**src/rtl/mips_pipe_pkg.sv**
```systemverilog
// Shared types and constants for the MIPS pipeline registers.
// Holds the IF/ID handshake state encoding and the default-width entry record.
package mips_pipe_pkg;

    localparam int PC_W_DEF    = 32;
    localparam int INSTR_W_DEF = 32;
    localparam int PC_INCR     = 4;

    typedef enum logic [1:0] {
        EMPTY = 2'd0,
        ONE   = 2'd1,
        FULL2 = 2'd2
    } ifid_state_t;

    typedef struct packed {
        logic [PC_W_DEF-1:0]    pc;
        logic [PC_W_DEF-1:0]    pc4;
        logic [INSTR_W_DEF-1:0] instr;
    } ifid_entry_t;

    // Entry width in bits for a given PC/instruction width pair.
    function automatic int entry_bits(input int pc_w, input int instr_w);
        return 2 * pc_w + instr_w;
    endfunction

endpackage : mips_pipe_pkg

```
**src/rtl/ifid_entry_reg.sv**
```systemverilog
// Enable-gated, synchronously reset storage for one IF/ID entry.
// Used for both the main (visible) entry and the skid entry.
module ifid_entry_reg
    import mips_pipe_pkg::*;
#(
    parameter int W = entry_bits(PC_W_DEF, INSTR_W_DEF)
) (
    input  logic         clk,
    input  logic         reset,
    input  logic         en,
    input  logic [W-1:0] d,
    output logic [W-1:0] q
);

    logic [W-1:0] data_d;
    logic [W-1:0] data_q;

    always_comb begin
        data_d = en ? d : data_q;
    end

    // NOTE: data is reset too, not just the valid state, so no X can ever reach decode.
    always_ff @(posedge clk) begin
        if (reset) begin
            data_q <= '0;
        end else begin
            // NOTE: non-blocking assignment for every flop so all state updates see pre-edge values.
            data_q <= data_d;
        end
    end

    assign q = data_q;

endmodule : ifid_entry_reg

```
**src/rtl/ifid_skid_reg.sv**
```systemverilog
// IF/ID pipeline register with a 2-entry skid buffer; in_ready depends only on
// registered state, so decode's ready never reaches fetch combinationally.
module ifid_skid_reg
    import mips_pipe_pkg::*;
#(
    parameter int PC_W    = PC_W_DEF,
    parameter int INSTR_W = INSTR_W_DEF
) (
    input  logic               clk,
    input  logic               reset,
    input  logic               flush,
    input  logic               in_valid,
    output logic               in_ready,
    input  logic [PC_W-1:0]    in_pc,
    input  logic [INSTR_W-1:0] in_instr,
    output logic               out_valid,
    input  logic               out_ready,
    output logic [PC_W-1:0]    out_pc,
    output logic [PC_W-1:0]    out_pc4,
    output logic [INSTR_W-1:0] out_instr
);

    localparam int ENTRY_W = entry_bits(PC_W, INSTR_W);

    typedef struct packed {
        logic [PC_W-1:0]    pc;
        logic [PC_W-1:0]    pc4;
        logic [INSTR_W-1:0] instr;
    } entry_t;

    ifid_state_t state_d;
    ifid_state_t state_q;

    entry_t in_entry;
    entry_t main_d;
    entry_t main_q;
    entry_t skid_q;

    logic accept;
    logic consume;
    logic main_en;
    logic skid_en;
    logic main_from_skid;

    assign in_ready  = (state_q != FULL2);
    assign out_valid = (state_q != EMPTY);
    assign accept    = in_valid & in_ready;
    assign consume   = out_valid & out_ready;

    // PC+4 is computed once at capture and wraps modulo 2^PC_W.
    always_comb begin
        in_entry       = '0;
        in_entry.pc    = in_pc;
        in_entry.pc4   = in_pc + PC_W'(PC_INCR);
        in_entry.instr = in_instr;
    end

    // NOTE: every output of this block gets a default first, so no path infers a latch.
    always_comb begin
        state_d        = state_q;
        main_en        = 1'b0;
        skid_en        = 1'b0;
        main_from_skid = 1'b0;

        unique case (state_q)
            EMPTY: begin
                if (accept) begin
                    state_d = ONE;
                    main_en = 1'b1;
                end
            end
            ONE: begin
                if (accept && consume) begin
                    main_en = 1'b1;
                end else if (accept) begin
                    state_d = FULL2;
                    skid_en = 1'b1;
                end else if (consume) begin
                    state_d = EMPTY;
                end
            end
            FULL2: begin
                if (consume) begin
                    state_d        = ONE;
                    main_en        = 1'b1;
                    main_from_skid = 1'b1;
                end
            end
            default: begin
                state_d = EMPTY;
            end
        endcase

        // A redirect kills everything held; a same-cycle consume has already been taken by decode.
        if (flush) begin
            state_d = EMPTY;
            main_en = 1'b0;
            skid_en = 1'b0;
        end
    end

    always_comb begin
        main_d = main_from_skid ? skid_q : in_entry;
    end

    always_ff @(posedge clk) begin
        if (reset) begin
            state_q <= EMPTY;
        end else begin
            state_q <= state_d;
        end
    end

    ifid_entry_reg #(
        .W (ENTRY_W)
    ) u_main (
        .clk   (clk),
        .reset (reset),
        .en    (main_en),
        .d     (main_d),
        .q     (main_q)
    );

    ifid_entry_reg #(
        .W (ENTRY_W)
    ) u_skid (
        .clk   (clk),
        .reset (reset),
        .en    (skid_en),
        .d     (in_entry),
        .q     (skid_q)
    );

    assign out_pc    = main_q.pc;
    assign out_pc4   = main_q.pc4;
    assign out_instr = main_q.instr;

endmodule : ifid_skid_reg
```
**config.mk**
```make
export PLATFORM = sky130hd
export DESIGN_NAME = ifid_skid_reg
export DESIGN_NICKNAME = d
export VERILOG_FILES = /design/src/rtl/mips_pipe_pkg.sv /design/src/rtl/ifid_entry_reg.sv /design/src/rtl/ifid_skid_reg.sv
export SDC_FILE = /design/constraint.sdc
export NUM_CORES = 1
export LEC_CHECK = 0
export CORE_MARGIN = 2
export CORE_UTILIZATION = 51
export DETAILED_ROUTE_END_ITERATION = 16
export PLACE_DENSITY_LB_ADDON = 0.12
export SYNTH_ARGS = -nofsm -noshare
export SYNTH_HDL_FRONTEND = slang
export SYNTH_SLANG_ARGS = --single-unit
export TNS_END_PERCENT = 1
```
**constraint.sdc**
```tcl
create_clock -name clk -period 3.1 [get_ports clk]
set_input_delay 0.775 -clock clk [delete_from_list [all_inputs] [get_ports clk]]
set_output_delay 0.775 -clock clk [all_outputs]
set_load 0.05 [all_outputs]
```
==> results.md, run 1 <==
Layout:
- The multi-input combinational cells in the finished layout cover a total of 0.00377 mm^2.
- The layout net count is 1,195.
- The filler cells instantiated in the layout total 1,273.
- The number of standard cells in the layout, taps in and fillers out is 1,349.
- The final cell area excluding filler cells is 0.0105 mm^2.
- The area growth from synthesis to final layout is 31.7%.
- 0 antenna diodes ended up in the layout.
- The layout cell share with drive strength beyond 1 is 8.08%.
- The area of all sequential standard cells is 0.00380 mm^2.

Power and ir drop:
- The maximum VDD drop is 379 uV.
- Overall power consumption after layout is estimated at 0.00585 W.
- The analysis attributes to cell leakage a power of 3.58 nW.
- The power density over cell area is 558 mW/mm^2.

Synth:
- The mapped netlist covers 0.00797 mm^2.
- The top-area cell type share of the netlist area is 47.7%.
- The synthesized area per cell is 7.97 um^2.
- The synthesis-stage register bit count is 190.
- The count of warnings emitted by yosys is 0.
- sky130_fd_sc_hd__dfxtp_1 takes more of the synthesized area than any other cell.
- The most used flip-flop cell after synthesis is sky130_fd_sc_hd__dfxtp_1.
- The net count of the mapped netlist is 1,070.
- Yosys attributes the largest share of cell area to sky130_fd_sc_hd__dfxtp_1 (48%), sky130_fd_sc_hd__nand2_1 (14%), sky130_fd_sc_hd__a311oi_1 (7.1%).
- The count of unique library cells instantiated by Yosys is 45.
- The async set-reset flop share out of synthesis is 0%.
- After technology mapping, the gate count stands at 1,000.
- Sequential cells were found to cover 47.7% of the synthesized design area.
- The number of synthesized flops with an enable pin is 0.

Placement:
- The congestion estimate from routability-driven global placement came to 0.832.
- The post-DP HPWL is 12,800 um.
- Timing analysis after detailed placement gives a worst setup slack of 0.0668 ns.
- The count of input and output buffers is 166.
- The post-detailed-placement cell area is 0.00985 mm^2.
- The number of cells after detailed placement is 1,317.

Route:
- Dividing the detail-routed wire length by the instance count gives 15.3 um.
- The remaining routing DRC violations is 0.
- For this block, the routed nets add up to 20,700 um of wire.
- The first detailed-routing pass took 4 iterations.
- Dividing the detail-routed via count by the number of cells gives 5.41.
- For this block, the via count after detailed routing is 7,296.
- The count of nets left with antenna violations once routing finished came out at 0.
- The violation count after the first detailed-route iteration is 554.

Timing:
- The clock period could shrink to 2.64 ns.
- The worst path uses 85.3% of the clock period.
- Derived from the worst setup path, the maximum achievable clock frequency is 378 MHz.
- The number of hold-slack violations in the final timing report is 0.
- Setup violations remaining at the end of the flow were counted as 0.
- The number of slew-limit violations in the final report is 0.
- The worst slew slack as a fraction of its limit is 35.1%.
- At the pin with the least slew margin, the transition time is 0.970 ns.
- The post-route worst setup slack is 0.456 ns.
- Setup repair after global routing left no endpoint under its margin.
- Clock skew on the completed layout was measured at 0.00968 ns.
- The summed negative setup slack over all endpoints is 0 ns.

Die:
- The starting utilization of the core area is 52.2%.
- The total die area is 0.0166 mm^2.
- In this run the standard cell core region covers 0.0153 mm^2.
- The floorplan step set the die width to 129 um.
- The top-level port count is 167.
- The die is 129 um tall.
- In this run the core area contains 45 standard-cell rows.

Setup path:
- For the worst setup path, the data required time is 2.32 ns.
- The worst register-to-register path has a depth of 6.
- By startpoint and endpoint, the worst setup path is classified as reg -> out.
- For the worst setup path, the data arrival time is 1.87 ns.
- Of all nets on the critical path, the largest fanout is 7.
- STA classifies the critical path endpoint as a primary output.
- The kind of start point of the critical path is a flip-flop.
- The launch point of the worst path is state_q[0]$_SDFFE_PP0P_.
- The beginning of the worst register-to-register path is state_q[1]$_SDFFE_PP0P_.

Global routing:
- The initial antenna violation count is 0.
- Entering global routing, the biggest net connects 116 pins.
- The wire length of the first global-routing pass is 33,500 um.
- For this run, the total global-route usage over all layers was measured as 25.0%.
- The total global routing overflow is 0.
- The number of global-route vias before repair is 6,608.

Clock network:
- The number of H-tree branching levels is 4.
- The clock root buffer is sky130_fd_sc_hd__clkbuf_16.
- The maximum buffer depth of the clock tree is 2.
- CTS saw 190 sinks.
- The number of buffers added by the clock tree synthesis step is 17.
- The clock transition time at the flip-flop clock pins of the worst setup and hold paths is 0.07 ns.
- The hold buffer count at CTS is 0.
- TritonCTS built the clock tree.
- In this run, post-CTS repair resized a total of 0 instances.
- Post-CTS timing repair inserted 0 buffers for setup.
- The clock network latency to the later pin of the worst-skew pair is 0.44 ns.

Hold path:
- The path class of the lowest-slack min-delay path is reg -> reg.
- The hold path depth is 2.
- The worst hold path begins at u_main.q[38]$_SDFFE_PP0P_.

Outcome:
- The run finished with clean final reports.

Flow run:
- Max-cap violations in this run came to 0.
sequential cells by signal, summed over array words and instances (netlist names):
name and cells:
state_q 2, u_main.q 94, u_skid.q 94
cell families after synthesis:
family / share of synthesized area (%)
compound gates: 19.1
buf+inv: 5.17
simple gates: 24.8
fa+ha+maj: 0.157
xor+xnor: 3.08
flops: 47.7
cells in the final DEF, fill, tap and decap left out, drive strengths merged, types with 2 or more instances in the layout:
master and n:
nor3 15, o22ai 13, and4 2, clkdlybuf4s50 165, clkbuf 19, a211o 5
nand2 287, a21oi 83, nand2b 8, bufinv 4, xor2 9, a2111oi 2
nand4 7, a311oi 65, xnor2 19, clkinv 3, dfxtp 190, inv 7
nand3 11, buf 34, nor4 13, or2 2, o211ai 8, clkinvlp 4
a22oi 13, nor2 115, a211oi 23
final timing paths:
path / slack, ns / end
max: 0.46 / in_ready
min reg2reg: 0.45 / u_main.q[38]$_SDFFE_PP0P_
max reg2reg: 1.13 / u_main.q[41]$_SDFFE_PP0P_
min: 0.45 / u_main.q[38]$_SDFFE_PP0P_
per-layer routing:
| metal | share of wire [%] | vias to the layer above | track usage (%) |
|---|---|---|---|
| met2 | 45 | 211 | 39.3 |
| met3 | 5.0 | 21 | 4.20 |
| li1 | - | 3688 | - |
| met4 | 1.3 | 0 | 7.48 |
| met5 | 0 | - | 0 |
| met1 | 48 | 3376 | 35.5 |
critical path, stage by stage, from the launching register on:
cell	delay (ns)
sky130_fd_sc_hd__dfxtp_1	0.42
sky130_fd_sc_hd__nand2b_1	0.17
sky130_fd_sc_hd__clkdlybuf4s50_1	0.84
final cells by class:
type                    count  share of cell area, %
multi-input cells         712                   35.9
clock buffers              19                   4.32
well taps                 211                   2.52
clock inverters            13                   1.78
repair buffers            199                   19.0
inverters                   5                  0.179
flip-flops and latches    190                   36.3
synthesized netlist by cell type (2+ instances only):
library cell                instances
sky130_fd_sc_hd__nor2_1           115
sky130_fd_sc_hd__buf_1              9
sky130_fd_sc_hd__and4_2             2
sky130_fd_sc_hd__nand4_4            2
sky130_fd_sc_hd__nor3_1            15
sky130_fd_sc_hd__inv_1              5
sky130_fd_sc_hd__nor4_2             6
sky130_fd_sc_hd__a2111oi_0          2
sky130_fd_sc_hd__nand4_1            5
sky130_fd_sc_hd__buf_4              4
sky130_fd_sc_hd__xor2_1             9
sky130_fd_sc_hd__buf_2              3
sky130_fd_sc_hd__or2_2              2
sky130_fd_sc_hd__a211o_1            5
sky130_fd_sc_hd__dfxtp_1          190
sky130_fd_sc_hd__o211ai_1           8
sky130_fd_sc_hd__a21oi_1           83
sky130_fd_sc_hd__nand2_1          287
sky130_fd_sc_hd__nor4_1             7
sky130_fd_sc_hd__a22oi_1           13
sky130_fd_sc_hd__clkbuf_1          73
sky130_fd_sc_hd__nand3_1           10
sky130_fd_sc_hd__xnor2_1           19
sky130_fd_sc_hd__a311oi_1          65
sky130_fd_sc_hd__a211oi_1          17
sky130_fd_sc_hd__o22ai_1           13
sky130_fd_sc_hd__a211oi_2           6
sky130_fd_sc_hd__nand2b_1           8
where the power goes:
part	total (W)	internal (W)	switching (W)	leakage, nW
logic	0.000913	0.000339	0.000574	1.73
registers	0.00259	0.00253	0.0000526	1.55
clock network	0.00235	0.00140	0.000955	0.302
metrics by stage:
step	hold WS (ns)	util, %
global route	0.472	68.7
detailed placement	0.445	64.6
finish	0.453	68.7
CTS	0.454	68.7
global placement	0.438	64.6
floorplan	0.437	-
No activity file was read; power rests on OpenSTA's default activity.
==> run 2, diff against run 1 <==
Settings changed: CTS_CLUSTER_SIZE set to 8.
==> results of run 2 <==
Final layout, timing and power as in run 1 (identical DEF).
==> run 3, diff against run 2 <==
--- a/config.mk
+++ b/config.mk
@@ -7,2 +7,3 @@
 export LEC_CHECK = 0
+export ABC_AREA = 1
 export CORE_MARGIN = 2
==> constraint.sdc (replaced) <==
create_clock -name clk -period 3.1 [get_ports clk]
set_input_delay 0.62 -clock clk [delete_from_list [all_inputs] [get_ports clk]]
set_output_delay 0.62 -clock clk [all_outputs]
set_load 0.05 [all_outputs]
==> run 3 against run 2 <==
Combinational power is 5.1% higher. Highest routed layer unchanged. First-iteration DRC count increased by 12%. Clock-buffer cell count rose by 1. Global-route usage rose by 1.9 points. Non-clock buffer count fell by 19. Largest power group is now clock.
==> results.md, run 3 <==
Hold path:
- The path class of the lowest-slack min-delay path is reg -> reg.

Clock network:
- The clock network latency to the later pin of the worst-skew pair is 0.43 ns (about the same).
- TritonCTS built the clock tree.
- The number of H-tree branching levels was 4 (unchanged).
- The post-CTS setup-driven buffer insertion count is 0 (unchanged).
- The number of buffers added by the clock tree synthesis step is 17 (unchanged).
- The clock root buffer is sky130_fd_sc_hd__clkbuf_16.
- The maximum buffer depth of the clock tree was 2 (unchanged).
- The clock transition time at the flip-flop clock pins of the worst setup and hold paths is 0.07 ns (about the same).
- The number of clock sinks seen by CTS is 190 (unchanged).
- The post-cts repair resize count was 0 (unchanged).
- The hold buffer count at CTS is 0 (unchanged).

Timing:
- The clock tree skew after final layout was 0.00770 ns (-0.00198 ns).
- The worst slew slack as a fraction of its limit is 46.8% (+12 points).
- The minimum period implied by the final worst setup slack is 2.53 ns (-0.117 ns).
- The number of slew-limit violations in the final report is 0 (unchanged).
- The setup violation total in the final timing report came to 0 (unchanged).
- The number of hold-slack violations in the final timing report is 0 (unchanged).
- The summed negative setup slack over all endpoints is 0 ns (unchanged).
- The slew at the pin with the worst max-slew slack is 0.798 ns (-0.172 ns).
- The final critical-path share of the clock period was 81.5% (-3.8 points).
- The post-route worst setup slack is 0.572 ns (+0.117 ns).
- The maximum clock frequency came to 396 MHz (+4.6%).
- Setup repair after global routing left no endpoint under its margin.

Synth:
- The count of unique library cells instantiated by Yosys is 33 (-27%).
- The count of warnings emitted by yosys is 0 (unchanged).
- The async set-reset flop share out of synthesis is 0% (unchanged).
- The synthesized area per cell is 7.15 um^2 (-10%).
- The share of synthesized area occupied by flip-flops and latches is 46.2% (-1.6 points).
- By count the netlist is led by sky130_fd_sc_hd__nand2_1 (254), sky130_fd_sc_hd__nor2_1 (192), sky130_fd_sc_hd__dfxtp_1 (190).
- The post-synthesis cell type with the largest combined area is sky130_fd_sc_hd__dfxtp_1.
- The most repeated cell in the gate-level netlist after synthesis is sky130_fd_sc_hd__nand2_1.
- In the synthesized netlist the dominant register cell turns out to be sky130_fd_sc_hd__dfxtp_1.
- The net count of the mapped netlist is 1,222 (+14%).
- The top-area cell type share of the netlist area was 46.2% (-1.6 points).
- By area the synthesized netlist is led by sky130_fd_sc_hd__dfxtp_1 (46%), sky130_fd_sc_hd__nand2_1 (12%), sky130_fd_sc_hd__o21ai_0 (9.7%).
- The number of synthesized flops with an enable pin is 0 (unchanged).
- The number of standard cells after synthesis is 1,152 (+15%).
- The netlist area before placement is 0.00824 mm^2 (+3.4%).
- The synthesis-stage register bit count came to 190 (unchanged).

Setup path:
- Tracing the worst setup path back leads to its startpoint at state_q[1]$_SDFFE_PP0P_.
- The number of cells on the worst reg-to-reg path is 7 (+1).
- The end of the critical path is out_valid.
- STA classifies the critical path startpoint as a flip-flop.
- The worst setup path is of the reg -> out kind.
- The required arrival time at the worst endpoint came to 2.48 ns (+0.16 ns).
- The worst setup path is captured at a primary output.
- The worst register-to-register path ends at u_main.q[67]$_SDFFE_PP0P_.
- In this run the critical register-to-register path is launched from state_q[1]$_SDFFE_PP0P_.
- The maximum fanout along the worst path is 6 (-1).
- The data arrival time of the critical path came to 1.91 ns (+0.04 ns).
- The setup slack on the worst flop-to-flop path was 1.28 ns (+0.15 ns).

Route:
- The sum of routed wire length over all layers came to 22,800 um (+10%).
- The number of iterations in the first detailed-routing pass is 5 (+1).
- The violation count after the first detailed-route iteration is 621 (+12%).
- The via count of the routed design is 7,974 (+9.3%).
- The remaining routing DRC violations is 0 (unchanged).
- The wire length per cell is 15.2 um (-0.74%).
- The post-route antenna net violation count is 0 (unchanged).
- The detail-routed via count per cell was 5.32 (-1.6%).

Layout:
- The area growth from synthesis to layout is 29.7%.
- The library cell used most frequently in the layout, excluding fill and tap cells, is sky130_fd_sc_hd__nand2_1.
- The final cell area excluding filler cells is 0.0107 mm^2 (+1.8%).
- The layout cell share with drive strength beyond 1 came to 4.68% (-3.4 points).
- The number of antenna diodes is 0 (unchanged).
- In the layout the commonest cells are sky130_fd_sc_hd__nand2_1 (254), sky130_fd_sc_hd__nor2_1 (192), sky130_fd_sc_hd__dfxtp_1 (190), sky130_fd_sc_hd__clkdlybuf4s50_1 (166), sky130_fd_sc_hd__o21ai_0 (160).
- The layout net count is 1,340 (+12%).

Placement:
- The count of input and output buffers was 166 (unchanged).
- The post-DP HPWL was 14,400 um (+12%).
- The post-detailed-placement cell area is 0.00995 mm^2 (+0.98%).
- The worst slack after detailed placement is 0.539 ns (+0.472 ns).
- The routability congestion estimate is 0.938 (+13%).

Global routing:
- The number of global-route vias before repair came to 7,255 (+9.8%).
- The initial antenna violation count is 0 (unchanged).
- The pin count of the biggest net entering global routing came to 117 (+0.86%).
- The all-layer global routing usage is 26.9% (+1.9 points).
- The total global routing overflow is 0 (unchanged).
- The wire length of the first global-routing pass is 36,500 um (+9.0%).

Power and ir drop:
- The power density over cell area is 586 mW/mm^2 (+5.1%).
- The maximum VDD drop is 412 uV (+8.7%).
- The leakage power is 4.44 nW (+24%).

Die:
- The placement row count is 46 (+2.2%).
- The vertical die dimension is 131 um (+1.6%).
- The die span in x is 131 um (+1.6%).
- The placeable core region is 0.0158 mm^2 (+3.7%).
- The top-level port count was 167 (unchanged).
- The total die area was 0.0172 mm^2 (+3.3%).
- The starting utilization of the core area was 52.0% (-0.16 points).

Flow run:
- The number of maximum-capacitance violations is 0 (unchanged).

Outcome:
- The run finished with clean final reports.
run 3: final cells by class:
class / count / area, um^2
Fill cell: 1416 / 5150
Sequential cell: 190 / 3800
Multi-Input combinational cell: 818 / 3760
Timing Repair Buffer: 180 / 1870
Clock buffer: 20 / 457
Clock inverter: 12 / 278
Tap cell: 216 / 270
Inverter: 63 / 241
run 3: critical path, cell delays in order (launching register included):
cell                              delay (ns)
sky130_fd_sc_hd__dfxtp_1                0.47
sky130_fd_sc_hd__or2_4                  0.20
sky130_fd_sc_hd__clkdlybuf4s50_1        0.80
run 3: through the flow:
stage / util (%) / instances / total power (W) / hold slack, ns
after floorplan: - / 1152 / 0.00325 / 0.425
after global placement: 62.8 / 1467 / 0.00360 / 0.434
after detailed placement: 62.8 / 1467 / 0.00361 / 0.446
after CTS: 67.5 / 1499 / 0.00628 / 0.456
after global routing: 67.5 / 1499 / 0.00647 / 0.493
final: 67.5 / 1499 / 0.00626 / 0.455
run 3: worst min path at each step:
| stage | startpoint | to | slack (ns) | cells after the start |
|---|---|---|---|---|
| floorplan | u_skid.q[37]$_SDFFE_PP0P_ | u_skid.q[37]$_SDFFE_PP0P_ | 0.42 | 2 |
| global placement | u_skid.q[38]$_SDFFE_PP0P_ | u_skid.q[38]$_SDFFE_PP0P_ | 0.43 | 2 |
| detailed placement | u_skid.q[38]$_SDFFE_PP0P_ | u_skid.q[38]$_SDFFE_PP0P_ | 0.45 | 2 |
| CTS | u_skid.q[38]$_SDFFE_PP0P_ | u_skid.q[38]$_SDFFE_PP0P_ | 0.46 | 2 |
| global route | u_skid.q[38]$_SDFFE_PP0P_ | u_skid.q[38]$_SDFFE_PP0P_ | 0.49 | 2 |
| finish | u_skid.q[38]$_SDFFE_PP0P_ | u_skid.q[38]$_SDFFE_PP0P_ | 0.45 | 2 |
run 3: logic make-up after synthesis:
group	synth area share, %
DFF	46.2
buffers and inverters	8.32
adders and majority gates	0.152
and+or+nand+nor	23.2
AOI/OAI and AO/OA	20.6
xor gates and xnor gates	1.49
run 3: layer usage:
layer  up-vias  routed length, um  track usage, %  share of wire (%)
li1       4013                  -               -                  -
met1      3643              10000            34.9                 44
met2       280              11100            45.3                 49
met3        38               1300            5.60                5.7
met4         0                468            8.39                2.0
met5         -                  0               0                  0
run 3: power by group:
| group | internal (W) | total [W] | leakage [nW] | switching [W] |
|---|---|---|---|---|
| combinational | 0.000339 | 0.000960 | 2.53 | 0.000621 |
| clock | 0.00173 | 0.00270 | 0.357 | 0.000967 |
| sequential | 0.00255 | 0.00260 | 1.55 | 0.0000566 |
